[src/rtl/mul_final_stage_pkg.sv]
// Shared definitions for the multiplier back end: default widths, M-extension
// opcode encodings and the helper that decides which product word an op returns.
// Ports: none (package only).

`ifndef MUL_FINAL_STAGE_DEFINES
`define MUL_FINAL_STAGE_DEFINES
`define WORD_WIDTH    32
`define MUL_OP_MUL    2'b00
`define MUL_OP_MULH   2'b01
`define MUL_OP_MULHSU 2'b10
`define MUL_OP_MULHU  2'b11
`endif

package mul_final_stage_pkg;

   localparam int DEF_WORD_WIDTH = `WORD_WIDTH;
   localparam int DEF_TAG_WIDTH  = 6;

   typedef enum logic [1:0] {
      MUL_OP_MUL    = `MUL_OP_MUL,
      MUL_OP_MULH   = `MUL_OP_MULH,
      MUL_OP_MULHSU = `MUL_OP_MULHSU,
      MUL_OP_MULHU  = `MUL_OP_MULHU
   } mul_op_e;

   // Every op except MUL returns the upper word. Sign treatment of the operands
   // has already been folded into the partial products upstream, so all three
   // high variants select the same bits here.
   function automatic logic op_selects_high(input mul_op_e op);
      logic high;
      case (op)
         MUL_OP_MUL:    high = 1'b0;
         MUL_OP_MULH,
         MUL_OP_MULHSU,
         MUL_OP_MULHU:  high = 1'b1;
         default:       high = 1'b0;
      endcase
      return high;
   endfunction

endpackage

[src/rtl/mul_result_sel.sv]
// Combinational result-word select from a resolved product; also used by the bypass path.
// Ports: product (resolved sum, PRODUCT_WIDTH bits), op (M-extension opcode) in;
//        result (WORD_WIDTH-bit architectural word) out.

module mul_result_sel
   import mul_final_stage_pkg::*;
#(
   parameter int WORD_WIDTH    = DEF_WORD_WIDTH,
   parameter int PRODUCT_WIDTH = 2 * (WORD_WIDTH + 1)
) (
   input  logic [PRODUCT_WIDTH-1:0] product,
   input  logic [1:0]               op,
   output logic [WORD_WIDTH-1:0]    result
);

   // Bits above the double word only exist because the redundant form needs
   // guard bits; they never reach the architectural result.
   logic [PRODUCT_WIDTH-2*WORD_WIDTH-1:0] unused_guard_bits;
   assign unused_guard_bits = product[PRODUCT_WIDTH-1:2*WORD_WIDTH];

   always_comb begin
      result = product[WORD_WIDTH-1:0];
      if (op_selects_high(mul_op_e'(op))) begin
         result = product[2*WORD_WIDTH-1:WORD_WIDTH];
      end
   end

endmodule

[src/rtl/mul_final_stage.sv]
// Multiplier back end: resolves the Wallace sum/carry pair with a carry-propagate
// add and delivers the selected word through a two-entry valid/ready pipeline.
// Ports: clk, rst_n; in_valid/in_ready with in_add_a, in_add_b, in_op, in_tag;
//        flush; out_valid/out_ready with out_result, out_tag.

module mul_final_stage
   import mul_final_stage_pkg::*;
#(
   parameter int WORD_WIDTH            = DEF_WORD_WIDTH,
   parameter int PARTIAL_PRODUCT_WIDTH = 2 * (WORD_WIDTH + 1),
   parameter int TAG_WIDTH             = DEF_TAG_WIDTH
) (
   input  logic                             clk,
   input  logic                             rst_n,

   input  logic                             in_valid,
   output logic                             in_ready,
   input  logic [PARTIAL_PRODUCT_WIDTH-1:0] in_add_a,
   input  logic [PARTIAL_PRODUCT_WIDTH-1:0] in_add_b,
   input  logic [1:0]                       in_op,
   input  logic [TAG_WIDTH-1:0]             in_tag,

   input  logic                             flush,

   output logic                             out_valid,
   input  logic                             out_ready,
   output logic [WORD_WIDTH-1:0]            out_result,
   output logic [TAG_WIDTH-1:0]             out_tag
);

   // S1: raw operand pair
   logic                             s1_valid;
   logic [PARTIAL_PRODUCT_WIDTH-1:0] s1_a;
   logic [PARTIAL_PRODUCT_WIDTH-1:0] s1_b;
   logic [1:0]                       s1_op;
   logic [TAG_WIDTH-1:0]             s1_tag;

   // S2: resolved product
   logic                             s2_valid;
   logic [PARTIAL_PRODUCT_WIDTH-1:0] s2_product;
   logic [1:0]                       s2_op;
   logic [TAG_WIDTH-1:0]             s2_tag;

   logic                             s1_sum_carry_out_dropped;
   logic [PARTIAL_PRODUCT_WIDTH-1:0] s1_sum;
   logic                             s2_adv;
   logic                             in_xfer;
   logic                             out_xfer;

   // Sum is taken modulo 2^PARTIAL_PRODUCT_WIDTH; the redundant pair may
   // legitimately overflow and the carry out carries no information.
   assign s1_sum = s1_a + s1_b;
   assign s1_sum_carry_out_dropped = 1'b0;

   // S2 takes S1 when it is empty or draining this cycle. A flush blocks the
   // drain so nothing is handed off in the flush cycle.
   assign s2_adv    = s1_valid & (~s2_valid | (out_ready & ~flush));
   assign in_ready  = ~flush & (~s1_valid | s2_adv);
   assign out_valid = s2_valid & ~flush;

   assign in_xfer   = in_valid & in_ready;
   assign out_xfer  = out_valid & out_ready;

   // Valid bits
   always_ff @(posedge clk or negedge rst_n) begin
      if (!rst_n) begin
         s1_valid <= 1'b0;
         s2_valid <= 1'b0;
      end else if (flush) begin
         s1_valid <= 1'b0;
         s2_valid <= 1'b0;
      end else begin
         if (in_xfer) begin
            s1_valid <= 1'b1;
         end else if (s2_adv) begin
            s1_valid <= 1'b0;
         end

         if (s2_adv) begin
            s2_valid <= 1'b1;
         end else if (out_xfer) begin
            s2_valid <= 1'b0;
         end
      end
   end

   // S1 payload: loads only on an accepted input, otherwise holds.
   always_ff @(posedge clk or negedge rst_n) begin
      if (!rst_n) begin
         s1_a   <= '0;
         s1_b   <= '0;
         s1_op  <= MUL_OP_MUL;
         s1_tag <= '0;
      end else if (in_xfer) begin
         s1_a   <= in_add_a;
         s1_b   <= in_add_b;
         s1_op  <= in_op;
         s1_tag <= in_tag;
      end
   end

   // S2 payload: reset to zero so the output word and tag read zero after
   // reset; holds while stalled so the presented result stays stable.
   always_ff @(posedge clk or negedge rst_n) begin
      if (!rst_n) begin
         s2_product <= '0;
         s2_op      <= MUL_OP_MUL;
         s2_tag     <= '0;
      end else if (s2_adv) begin
         s2_product <= s1_sum;
         s2_op      <= s1_op;
         s2_tag     <= s1_tag;
      end
   end

   mul_result_sel #(
      .WORD_WIDTH    (WORD_WIDTH),
      .PRODUCT_WIDTH (PARTIAL_PRODUCT_WIDTH)
   ) u_result_sel (
      .product (s2_product),
      .op      (s2_op),
      .result  (out_result)
   );

   assign out_tag = s2_tag;

   logic unused_signals;
   assign unused_signals = s1_sum_carry_out_dropped;

endmodule

[config.mk]
export PLATFORM = sky130hd
export DESIGN_NAME = mul_final_stage
export DESIGN_NICKNAME = d
export VERILOG_FILES = /design/src/rtl/mul_final_stage_pkg.sv /design/src/rtl/mul_result_sel.sv /design/src/rtl/mul_final_stage.sv
export SDC_FILE = /design/constraint.sdc
export NUM_CORES = 1
export LEC_CHECK = 0
export ABC_AREA = 1
export BUFFER_PORTS_ARGS = -buffer_cell sky130_fd_sc_hd__buf_2
export CELL_PAD_IN_SITES_DETAIL_PLACEMENT = 0
export CELL_PAD_IN_SITES_GLOBAL_PLACEMENT = 1
export CORE_MARGIN = 3
export CORE_UTILIZATION = 35
export DETAILED_ROUTE_END_ITERATION = 8
export MAX_ROUTING_LAYER = met4
export PLACE_DENSITY_LB_ADDON = 0.08
export SKIP_LAST_GASP = 1
export SYNTH_ARGS = -nofsm -noshare
export SYNTH_HDL_FRONTEND = slang
export SYNTH_SLANG_ARGS = --single-unit
[constraint.sdc]
create_clock -name clk -period 2.07 [get_ports clk]
set_clock_uncertainty 0.2 [all_clocks]
set_input_delay 0 -clock clk [delete_from_list [all_inputs] [get_ports clk]]
set_output_delay 0 -clock clk [all_outputs]
set_load 0.02 [all_outputs]
### After elaboration in Yosys (flattened, before gate mapping)

Cells that the tools add are included.
W data, S select, Z words.

| word-level totals | value |
|---|---|
| memory bits (writable) | 0 |
| logic and storage cells | 36 |
| bits in read-only memories | 0 |
| bits of input ports | 145 |
| latch bits | 0 |
| memories | 0 |
| flip-flop bits (word level) | 210 |

| cells by class | value |
|---|---|
| equality and inequality tests | 3 |
| bitwise gates (word level) | 11 |
| reduce and logical (&&, ||, !) cells | 4 |
| shift-type cells | 0 |
| div/mod/pow operators | 0 |
| multipliers | 0 |
| multiplexer cells | 8 |
| $lt $le $gt $ge | 0 |
| add/sub/neg operators | 1 |

Operators by type and width:

| cell | count |
|---|---|
| $add A64 B64 Y64 | 1 |
| $mux W32 | 1 |
| $and A1 B1 Y1 | 6 |
| $mux W1 | 6 |
| $reduce_bool A3 Y1 | 2 |
| $eq A2 B2 Y1 const B | 2 |
| $not A1 Y1 | 3 |
| $reduce_or A3 Y1 | 1 |
| $eq A2 B1 Y1 const B | 1 |
| $logic_not A2 Y1 | 1 |
| $or A1 B1 Y1 | 2 |
| $pmux W1 S2 | 1 |

### Logic depth before layout (Yosys ltp)

Gate-level depths: netlist of the first run.

| depth | value |
|---|---|
| depth after elaboration | 9 |
| mapped depth | 15 |
| mapped depth without buffers | 15 |

### Modules after synthesis

Synthesis of the first run repeated with hierarchy kept, for this count alone.

| second synthesis, totals | value |
|---|---|
| cells, all modules | 1853 |
| area, all modules | 14022.2 µm² |

By module, submodules not included:

| module | times used | area each (µm²) | cells an instance |
|---|---|---|---|
| mul_final_stage | 1 | 13546.7 | 1747 |
| mul_result_sel | 1 | 475.5 | 106 |

### Least setup slack after synthesis of the first run

OpenSTA, ideal clock, no wires.

| path | value |
|---|---|
| kind | reg-to-reg |
| start | register s1_a[0] |
| end | register s2_product[62] |
| cell stages (with the launch flop) | 15 |
| library setup time | 0.117 ns |
| data required time | 1.753 ns |
| slack | -0.100 ns |
| arrival time | 1.853 ns |
| cell sequence | dfrtp_1 > ha_1 > fa_1 > nand3_1 > nand3_2 > nand2_1 > nand2_1 > nand2_1 > nand2_1 > nand2_1 > nand2_2 > nand2_1 > nand3_1 > nand3_1 > nand2_1 |

| on the way | value |
|---|---|
| cells in the longest elaborated chain, start to end | 1 |

Ends and longest elaborated chain:

| element | RTL line | RTL |
|---|---|---|
| start: declaration | mul_final_stage.sv:33 | `logic [PARTIAL_PRODUCT_WIDTH-1:0] s1_a;` |
| start signal: assignment | mul_final_stage.sv:95 | `s1_a <= in_add_a;` |
| $add A64 B64 Y64 | mul_final_stage.sv:52 | `assign s1_sum = s1_a + s1_b;` |
| end signal: assignment | mul_final_stage.sv:110 | `s2_product <= s1_sum;` |
| end: declaration | mul_final_stage.sv:40 | `logic [PARTIAL_PRODUCT_WIDTH-1:0] s2_product;` |

No other way between the ends.
A chain may end at the register's enable or synchronous reset.

### Worst setup path after layout of the first run

| path | value |
|---|---|
| start | register s1_a[0] |
| end | register s2_product[46] |

The elaborated chain is that of the path after synthesis.

==> reports/metrics.csv, run 1 <==
metric,value,unit
Startpoint Class,flop,
Final ANT Viol Nets,0,
total grt overflow,0,
vias in the first global route,15100,
main combinational cell family by area after synthesis,simple AND/OR/NAND/NOR gates,
Syn Std Cell Area,13800,sq um
clock buffer depth,3,
Synth Area per Inst,7.35,sq um
status,"complete, but fails checks",
Seq pwr share,0.226,
Setup WS post-layout,-0.309,ns
core area,38800,sq um
Tot GR Track Use,0.257,
Post-Synth Adder-Cell Area,0.0584,
final hold viol count,0,
relative slew slack,0.642,
Rows,72,
initial antenna violation count,0,
crit path DAT,2.67,ns
CP Capture Type,flop,
post-synthesis xor/xnor area fraction,0.0183,
I/O Pins,185,
pin count of the biggest net entering global routing,60,
MaxCap Viol Count,0,
worst vdd ir,0.723,mV
nets@finish,2850,
die area,42000,sq um
dpl ws,-0.570,ns
"most common cell after layout, fill and taps aside",nand2_1,
floorplan die width,205,um
largest stage delay on the critical path,0.38,ns
slowest CP cell,dfrtp_1,
H-Tree Depth,1,
post-synthesis simple-gate area fraction,0.275,
CP most frequent cell,nand2_4,
initial core utilization,0.357,
final wirelength,53000,um
Mapped Nets,2092,
Setup Viol. Count Final,73,
Detailed Routing Iterations Pass 1,4,
layout cells sized above 1,0.435,
async set or reset register ratio after synthesis,1.00,
Post-Synthesis Cells,1883,
number of remaining DRC errors,0,
clock root buffer,clkbuf_16,
HPWL Detailed,37900,um
P&R area growth vs syn,78.0,%
Die H,205,um
Crit Path Max Fanout,4,
main flop type after synthesis,dfrtp_1,
measured slew at the worst slew-check pin,0.532,ns
Crit path max-delay family,simple AND/OR/NAND/NOR gates,
fill count,3344,
"Req. time, crit path",2.36,ns
Psw,11.2,mW
mux cell area share after synthesis,0.124,
"CTS clk-pin slew, worst paths",0.06,ns
kind of critical path,reg2reg,
synth unique cells,34,
crit-path cells,ha_2 -> fa_2 -> nand3_2 -> nand3_4 -> buf_6 -> nand2_4 -> nand2_4 -> nand2_2 -> nand2_2 -> nand2_2 -> nand2_4 -> nand2_4 -> nand2_1 -> nand2_1 -> nand3_1 -> nand2_1,
routed vias/inst,4.56,
R2R setup slack,-0.31,ns
Final GP Congestion,0.906,
Post-synth EDFFs,0,
"Slew Viols, Final",0,
Net Sw Frac,0.413,
Num CTS Buffers,27,
RSZ-0062 raised after global routing,yes,
WL/cell,16.7,um
Overall Power,27.1,mW
Comb pwr share,0.600,
first-pass GRT wire length,81600,um
min Tclk post-route,2.38,ns
failing checks,setup timing,
hold slack,0.0201,ns
Internal Power,15.9,mW
Detailed Route Iter0 Violations,528,
Tcrit/Tclk final,1.15,
CP bufs+invs,1,
post-synthesis sequential area ratio,0.380,
PortBufs,180,
highest clock rate,420,MHz
DR vias,14500,
clock sink count,210,
pwr dens,1100,nW/um^2
most frequent cells in the layout,"483 x nand2_1, 295 x inv_1, 255 x dlygate4sd3_1",
ANT cells,0,
TritonCTS clock tree,built,
leak pwr,12.6,nW
"flops & latches, synth",210,
Clock power frac,0.175,
Ys Warns,0,
Compound-Gate Fraction of Synth Area,0.0406,
clk_lat worst skew,0.58,ns
HP Class,in2reg,
==> cell usage after synthesis (3+ instances only) <==
cell | number | share of area
nand3_1 | 77 | 0.028
nand2_1 | 692 | 0.19
buf_2 | 13 | 0.0047
xnor2_1 | 27 | 0.017
nor3_1 | 11 | 0.0040
nand4_1 | 11 | 0.0050
nand2_2 | 7 | 0.0032
nor2_2 | 4 | 0.0018
buf_6 | 5 | 0.0041
ha_1 | 63 | 0.057
mux2_2 | 119 | 0.097
o21ai_0 | 48 | 0.017
clkbuf_1 | 12 | 0.0033
dfrtp_1 | 210 | 0.38
nand3b_1 | 8 | 0.0043
buf_1 | 3 | 0.00081
a21oi_1 | 50 | 0.018
o21ai_1 | 5 | 0.0018
inv_1 | 333 | 0.090
mux2_1 | 33 | 0.027
nor3_2 | 4 | 0.0029
nor2_1 | 129 | 0.035
==> flip-flops by register name, indices dropped and copies added, names as in the netlist <==
| name | count |
|---|---|
| s1_a | 64 |
| s1_b | 64 |
| s2_product | 64 |
| out_tag | 6 |
| s1_tag | 6 |
| s1_op | 2 |
| s2_op | 2 |
| s1_valid | 1 |
| s2_valid | 1 |
==> path summary, 6_finish.rpt <==
kind,from,to,cells past startpoint
worst max-delay path,s1_a[0],s2_product[46],16
worst min-delay path,in_add_b[42],s1_b[42],3
worst max register to register,s1_a[0],s2_product[46],16
worst min register to register,s2_product[57],s2_product[57],2
max in group asynchronous,rst_n,s1_a[43],4
min in group asynchronous,rst_n,s1_b[12],4
==> layout make-up <==
type,count,area [sq um],area share
clock buffers,37,773,0.0314
clock inverters,13,123,0.00498
inverters,335,1270,0.0516
multi-input cells,1304,9990,0.405
flip-flops and latches,210,5260,0.213
well taps,518,648,0.0263
repair buffers,763,6580,0.267
==> timing repair <==
item                                   4_1_cts  5_1_grt
hold buffers                               256        0
pin swaps                                  120      165
cloned                                       3        0
buffers inserted                            47       46
setup endpoints to repair                   83       85
endpoints found under the hold margin      368        0
resized for setup                          518      294
==> worst reg2reg max path: stages, from the launching register on <==
cell,delay [ns]
dfrtp_1,0.38
ha_2,0.20
fa_2,0.36
nand3_2,0.09
nand3_4,0.11
buf_6,0.16
nand2_4,0.05
nand2_4,0.07
nand2_2,0.08
nand2_2,0.06
nand2_2,0.08
nand2_4,0.10
nand2_4,0.09
nand2_1,0.05
nand2_1,0.05
nand3_1,0.08
nand2_1,0.08
==> cells by family (layout without fill, tap and decap cells) <==
kind of cell | after synthesis | after routing
buffers and inverters | 369 | 1148
adders and majority gates | 64 | 64
DFF | 210 | 210
xor gates and xnor gates | 29 | 29
AOI/OAI and AO/OA | 109 | 109
and+or+nand+nor | 950 | 950
muxes | 152 | 152
==> metrics by stage <==
stage                util  instances  cell area (sq um)  setup TNS, ns
floorplan               -       1883              13900              0
CTS                 0.601       3146              23300          -9.46
global placement    0.444       2794              17200         -19.12
global route        0.635       3180              24600         -16.44
finish              0.635       3180              24600          -9.25
detailed placement  0.444       2794              17200         -19.98
==> layer usage <==
metal,vias up,global-route usage,routed length (um)
met5,-,-,0
met1,6870,0.341,24500
met2,249,0.421,25200
met4,0,0.0635,1210
li1,7332,-,-
met3,65,0.0337,2120
==> power groups by stage <==
stage | combinational, mW | sequential, mW | clock [mW]
6_report | 16.3 | 6.13 | 4.74
5_1_grt | 17.6 | 6.23 | 5.03
4_1_cts | 14.6 | 6.07 | 4.85
3_5_place_dp | 10.9 | 5.97 | 0
3_3_place_gp | 10.9 | 5.94 | 0
2_1_floorplan | 6.02 | 5.71 | 0
No activity file was read; power rests on OpenSTA's default activity.
==> run 2: changes to the inputs <==
- CORE_UTILIZATION: 35 -> 39
- GPL_ROUTABILITY_DRIVEN: unset -> 0
- SETUP_SLACK_MARGIN: unset -> 0.4
==> run 2 against run 1 <==
Compared with the run above: the flow still finishes with violations (setup timing); die area fell by 10%; combinational power barely moved; power rose by 1.2%; worst hold slack got worse by 0.00077 ns; non-clock buffer count fell by 87; routed wire length rose by 1.7%; critical path depth fell by 6; critical endpoint is now s2_product[20]; highest routed layer unchanged.
==> reports/metrics.csv, run 2 (synthesis gave the netlist of run 1 again) <==
metric,value,unit
status,"complete, but fails checks",
failing checks,setup timing,
Startpoint Class,flop,
WL/cell,17.8,um
CP Capture Type,flop,
Detailed Route Iter0 Violations,829,
MaxCap Viol Count,0,
floorplan die width,194,um
min Tclk post-route,2.33,ns
P&R area growth vs syn,76.2,%
Final Non-Filler Cells,3027,
most frequent cells in the layout,"488 x nand2_1, 283 x inv_1, 210 x dfrtp_1",
routed vias/inst,4.82,
TritonCTS clock tree,built,
Setup WS post-layout,-0.259,ns
leak pwr,12.6,nW
clock root buffer,clkbuf_16,
pwr dens,1130,nW/um^2
worst vdd ir,0.922,mV
Placed Instances,2689,
Final ANT Viol Nets,0,
HPWL Detailed,36900,um
utilization after layout,0.701,
total grt overflow,0,
largest registers,"s1_a: 64 flops, s1_b: 64 flops, s2_product: 64 flops",
"CTS clk-pin slew, worst paths",0.06,ns
final wirelength,53900,um
DR vias,14600,
first-pass GRT wire length,79900,um
Rows,68,
pin count of the biggest net entering global routing,51,
nets@finish,2764,
number of remaining DRC errors,0,
die area,37800,sq um
initial antenna violation count,1,
Tot GR Track Use,0.275,
kind of critical path,reg2reg,
hold slack,0.0194,ns
Crit Path Max Fanout,5,
clk_lat worst skew,0.55,ns
"most common cell after layout, fill and taps aside",nand2_1,
layout cells sized above 1,0.459,
highest clock rate,429,MHz
final hold viol count,0,
H-Tree Depth,1,
Tcrit/Tclk final,1.13,
PortBufs,180,
vias in the first global route,14400,
crit path DAT,2.57,ns
relative slew slack,0.666,
Die H,194,um
Setup Viol. Count Final,86,
measured slew at the worst slew-check pin,0.501,ns
HP Class,in2reg,
RSZ-0062 raised after global routing,yes,
I/O Pins,185,
clock buffer depth,3,
initial core utilization,0.398,
Num CTS Buffers,26,
"Req. time, crit path",2.31,ns
core area,34800,sq um
"Slew Viols, Final",0,
Detailed Routing Iterations Pass 1,5,
clock sink count,210,
-- run 2: changes by cell type in the layout (fill, tap and decap cells not counted), sizes merged --
cell | previous run | this run
bufinv | 1 | 3
clkbuf | 38 | 43
diode | 0 | 1
clkinv | 10 | 5
buf | 507 | 480
dlygate4sd3 | 255 | 189
nand2 | 699 | 701
inv | 337 | 335
-- run 2: power by group --
group          internal [mW]  leakage (nW)  total [mW]  switching, mW
combinational           8.03          9.61        16.5           8.44
sequential              5.22          2.50        6.18          0.964
clock                   2.97         0.447        4.80           1.83
-- run 2: timing repair --
item                                   in CTS  in global routing
gates cloned                                6                  8
hold buffers                              190                  0
buffers inserted                           53                 37
endpoints found under the hold margin     350                  0
gates resized for setup                   378                309
setup endpoints to repair                 228                242
pin swaps                                 117                144
-- run 2: worst paths after layout --
check                              startpoint              to  slack, ns  cells after the start
min in group asynchronous               rst_n  s2_product[15]       0.33                      3
max in group asynchronous               rst_n        s1_b[41]       0.65                      4
worst min-delay path             in_add_b[21]        s1_b[21]       0.02                      3
worst max register to register        s1_b[0]  s2_product[20]      -0.26                     10
worst min register to register  s2_product[1]   s2_product[1]       0.28                      2
worst max-delay path                  s1_b[0]  s2_product[20]      -0.26                     10
-- run 2: area by class of cell --
type / count / area, sq um
multi-input combinational: 1306 / 10200
fill: 2681 / 10400
tap: 455 / 569
inverter: 335 / 1270
antenna: 1 / 2.50
timing repair buffer: 676 / 6200
clock buffer: 36 / 779
clock inverter: 8 / 115
sequential: 210 / 5260
-- run 2: per-layer routing --
metal	up-vias	track usage	wire, um	share of wire
li1	7178	-	-	-
met1	6970	0.376	24500	0.45
met2	361	0.435	25200	0.47
met3	85	0.0419	2770	0.051
met4	0	0.0622	1480	0.028
met5	-	-	0	0
-- run 2: metrics by stage --
step | power, mW | TNS (ns) | area (sq um) | worst slack [ns]
global placement | 17.6 | -7.24 | 18000 | -0.633
floorplan | 12.8 | 0 | 15000 | 0.0219
finish | 27.5 | -9.71 | 24400 | -0.259
detailed placement | 17.7 | -7.39 | 18000 | -0.490
global route | 28.9 | -15.59 | 24400 | -0.348
CTS | 25.3 | -5.63 | 22800 | -0.175
-- run 2: worst max-delay path, stage by stage (launching register included) --
cell and delay [ns]:
dfrtp_1 0.40, ha_2 0.20, fa_2 0.38, nand3_2 0.12, nand3_4 0.11, nand4_1 0.17, nand3_4 0.13, buf_12 0.15
or2_4 0.22, nand3_2 0.06, nand2_1 0.05
==> run 3: changes to the inputs <==
==> constraint.sdc (replaced) <==
create_clock -name clk -period 2.07 [get_ports clk]
set_clock_uncertainty 0.2 [all_clocks]
set_input_delay 0.1035 -clock clk [delete_from_list [all_inputs] [get_ports clk]]
set_output_delay 0.1035 -clock clk [all_outputs]
set_load 0.02 [all_outputs]
==> run 3 against run 2 <==
Compared with the run above: the flow still finishes with violations (setup timing); maximum frequency up 0.93%; clock-buffer cell count unchanged; utilization down 0.075 points; sequential cell count unchanged; worst hold slack better by 0.066 ns; sequential share of layout area about the same; non-clock buffer count down 62; via count down 1.3%; largest power group unchanged.
==> reports/metrics.csv, run 3 (synthesis gave the netlist of run 1 again) <==
metric,value,unit
status,"complete, but fails checks",
failing checks,setup timing,
Fin Setup TNS,-11.43,ns
TritonCTS clock tree,built,
number of remaining DRC errors,0,
measured slew at the worst slew-check pin,0.620,ns
PortBufs,180,
Rows,68,
total grt overflow,0,
floorplan die width,194,um
Detailed Route Iter0 Violations,779,
initial antenna violation count,0,
clock buffer depth,3,
largest registers,"s1_a: 64 flops, s1_b: 64 flops, s2_product: 64 flops",
routed vias/inst,4.85,
core area,34800,sq um
Post-DP Area,17800,sq um
WL/cell,17.7,um
"Slew Viols, Final",0,
Startpoint Class,flop,
hold slack,0.0854,ns
final wirelength,52700,um
first-pass GRT wire length,77200,um
P&R area growth vs syn,76.0,%
pin count of the biggest net entering global routing,56,
relative slew slack,0.587,
Setup Viol. Count Final,81,
min Tclk post-route,2.31,ns
worst vdd ir,1.09,mV
HPWL Detailed,36500,um
final hold viol count,0,
die area,37800,sq um
ANT cells,0,
"most common cell after layout, fill and taps aside",nand2_1,
RSZ-0062 raised after global routing,yes,
H-Tree Depth,1,
fill count,2746,
final instance area,24400,sq um
HP Class,in2reg,
Final Non-Filler Cells,2973,
most frequent cells in the layout,"460 x nand2_1, 277 x inv_1, 210 x dfrtp_1",
vias in the first global route,14300,
clk_lat worst skew,0.56,ns
Die H,194,um
Tcrit/Tclk final,1.11,
clock root buffer,clkbuf_16,
Tot GR Track Use,0.264,
leak pwr,12.7,nW
clock sink count,210,
kind of critical path,reg2reg,
pwr dens,1130,nW/um^2
I/O Pins,185,
nets@finish,2706,
Setup WS post-layout,-0.238,ns
Detailed Routing Iterations Pass 1,5,
Final ANT Viol Nets,0,
Crit Path Max Fanout,5,
highest clock rate,433,MHz
"Req. time, crit path",2.35,ns
R2R depth,15,
layout cells sized above 1,0.490,
Placed Instances,2673,
MaxCap Viol Count,0,
"CTS clk-pin slew, worst paths",0.06,ns
Num CTS Buffers,27,
DR vias,14400,
initial core utilization,0.398,
CP Capture Type,flop,
crit path DAT,2.58,ns
hold depth,7,
run 3: repair_timing:
action,CTS,global route
pin swaps,194,162
hold endpoints to repair,355,0
cloned,4,15
endpoints found under the setup margin,222,259
resized for setup,517,324
hold buffers,141,0
buffers inserted,41,49
run 3: path summary, 6_finish.rpt:
path | endpoint | slack (ns) | from
worst max-delay path | s2_product[46] | -0.24 | s1_a[0]
worst min-delay path | s2_product[54] | 0.09 | out_ready
worst max register to register | s2_product[46] | -0.24 | s1_a[0]
worst min register to register | s2_product[20] | 0.28 | s2_product[20]
max in group asynchronous | s1_b[2] | 0.50 | rst_n
min in group asynchronous | s2_product[23] | 0.46 | rst_n
run 3: worst max-delay path, cell delays in order (launching register included):
cell,delay [ns]
dfrtp_1,0.40
ha_2,0.22
fa_2,0.37
nand3_2,0.11
nand3_4,0.12
nand2_4,0.09
nand2_4,0.07
nand2_4,0.07
nand2_4,0.06
nand2_4,0.09
nand2_8,0.07
nand2_4,0.07
nand2_1,0.05
nand2_1,0.07
nand3_2,0.09
nand2_1,0.08
run 3: stage by stage:
step / utilization / worst slack, ns / power, mW
after global placement: 0.512 / -0.509 / 17.4
after detailed placement: 0.512 / -0.441 / 17.5
after CTS: 0.643 / -0.235 / 25.2
final: 0.700 / -0.238 / 27.4
after floorplan: - / 0.0219 / 12.8
after global routing: 0.700 / -0.322 / 29.0
run 3: layout make-up:
| cell class | count | area (sq um) | share of cell area |
|---|---|---|---|
| clock inverter | 14 | 114 | 0.00467 |
| timing repair buffer | 614 | 5620 | 0.231 |
| multi-input combinational | 1309 | 10800 | 0.442 |
| tap | 455 | 569 | 0.0234 |
| clock buffer | 36 | 749 | 0.0308 |
| inverter | 335 | 1290 | 0.0529 |
| sequential | 210 | 5260 | 0.216 |
run 3: layer usage:
| layer | vias up | routed length (um) | track usage |
|---|---|---|---|
| met5 | - | 0 | - |
| met2 | 404 | 24700 | 0.427 |
| met1 | 6844 | 23900 | 0.362 |
| met3 | 74 | 2960 | 0.0312 |
| li1 | 7083 | - | - |
| met4 | 0 | 1190 | 0.0511 |
run 3: power breakdown:
part / leakage [nW] / internal (mW) / switching, mW
Clock: 0.422 / 2.67 / 1.88
Combinational: 9.79 / 8.14 / 8.58
Sequential: 2.50 / 5.22 / 0.957
Total: 12.7 / 16.0 / 11.4
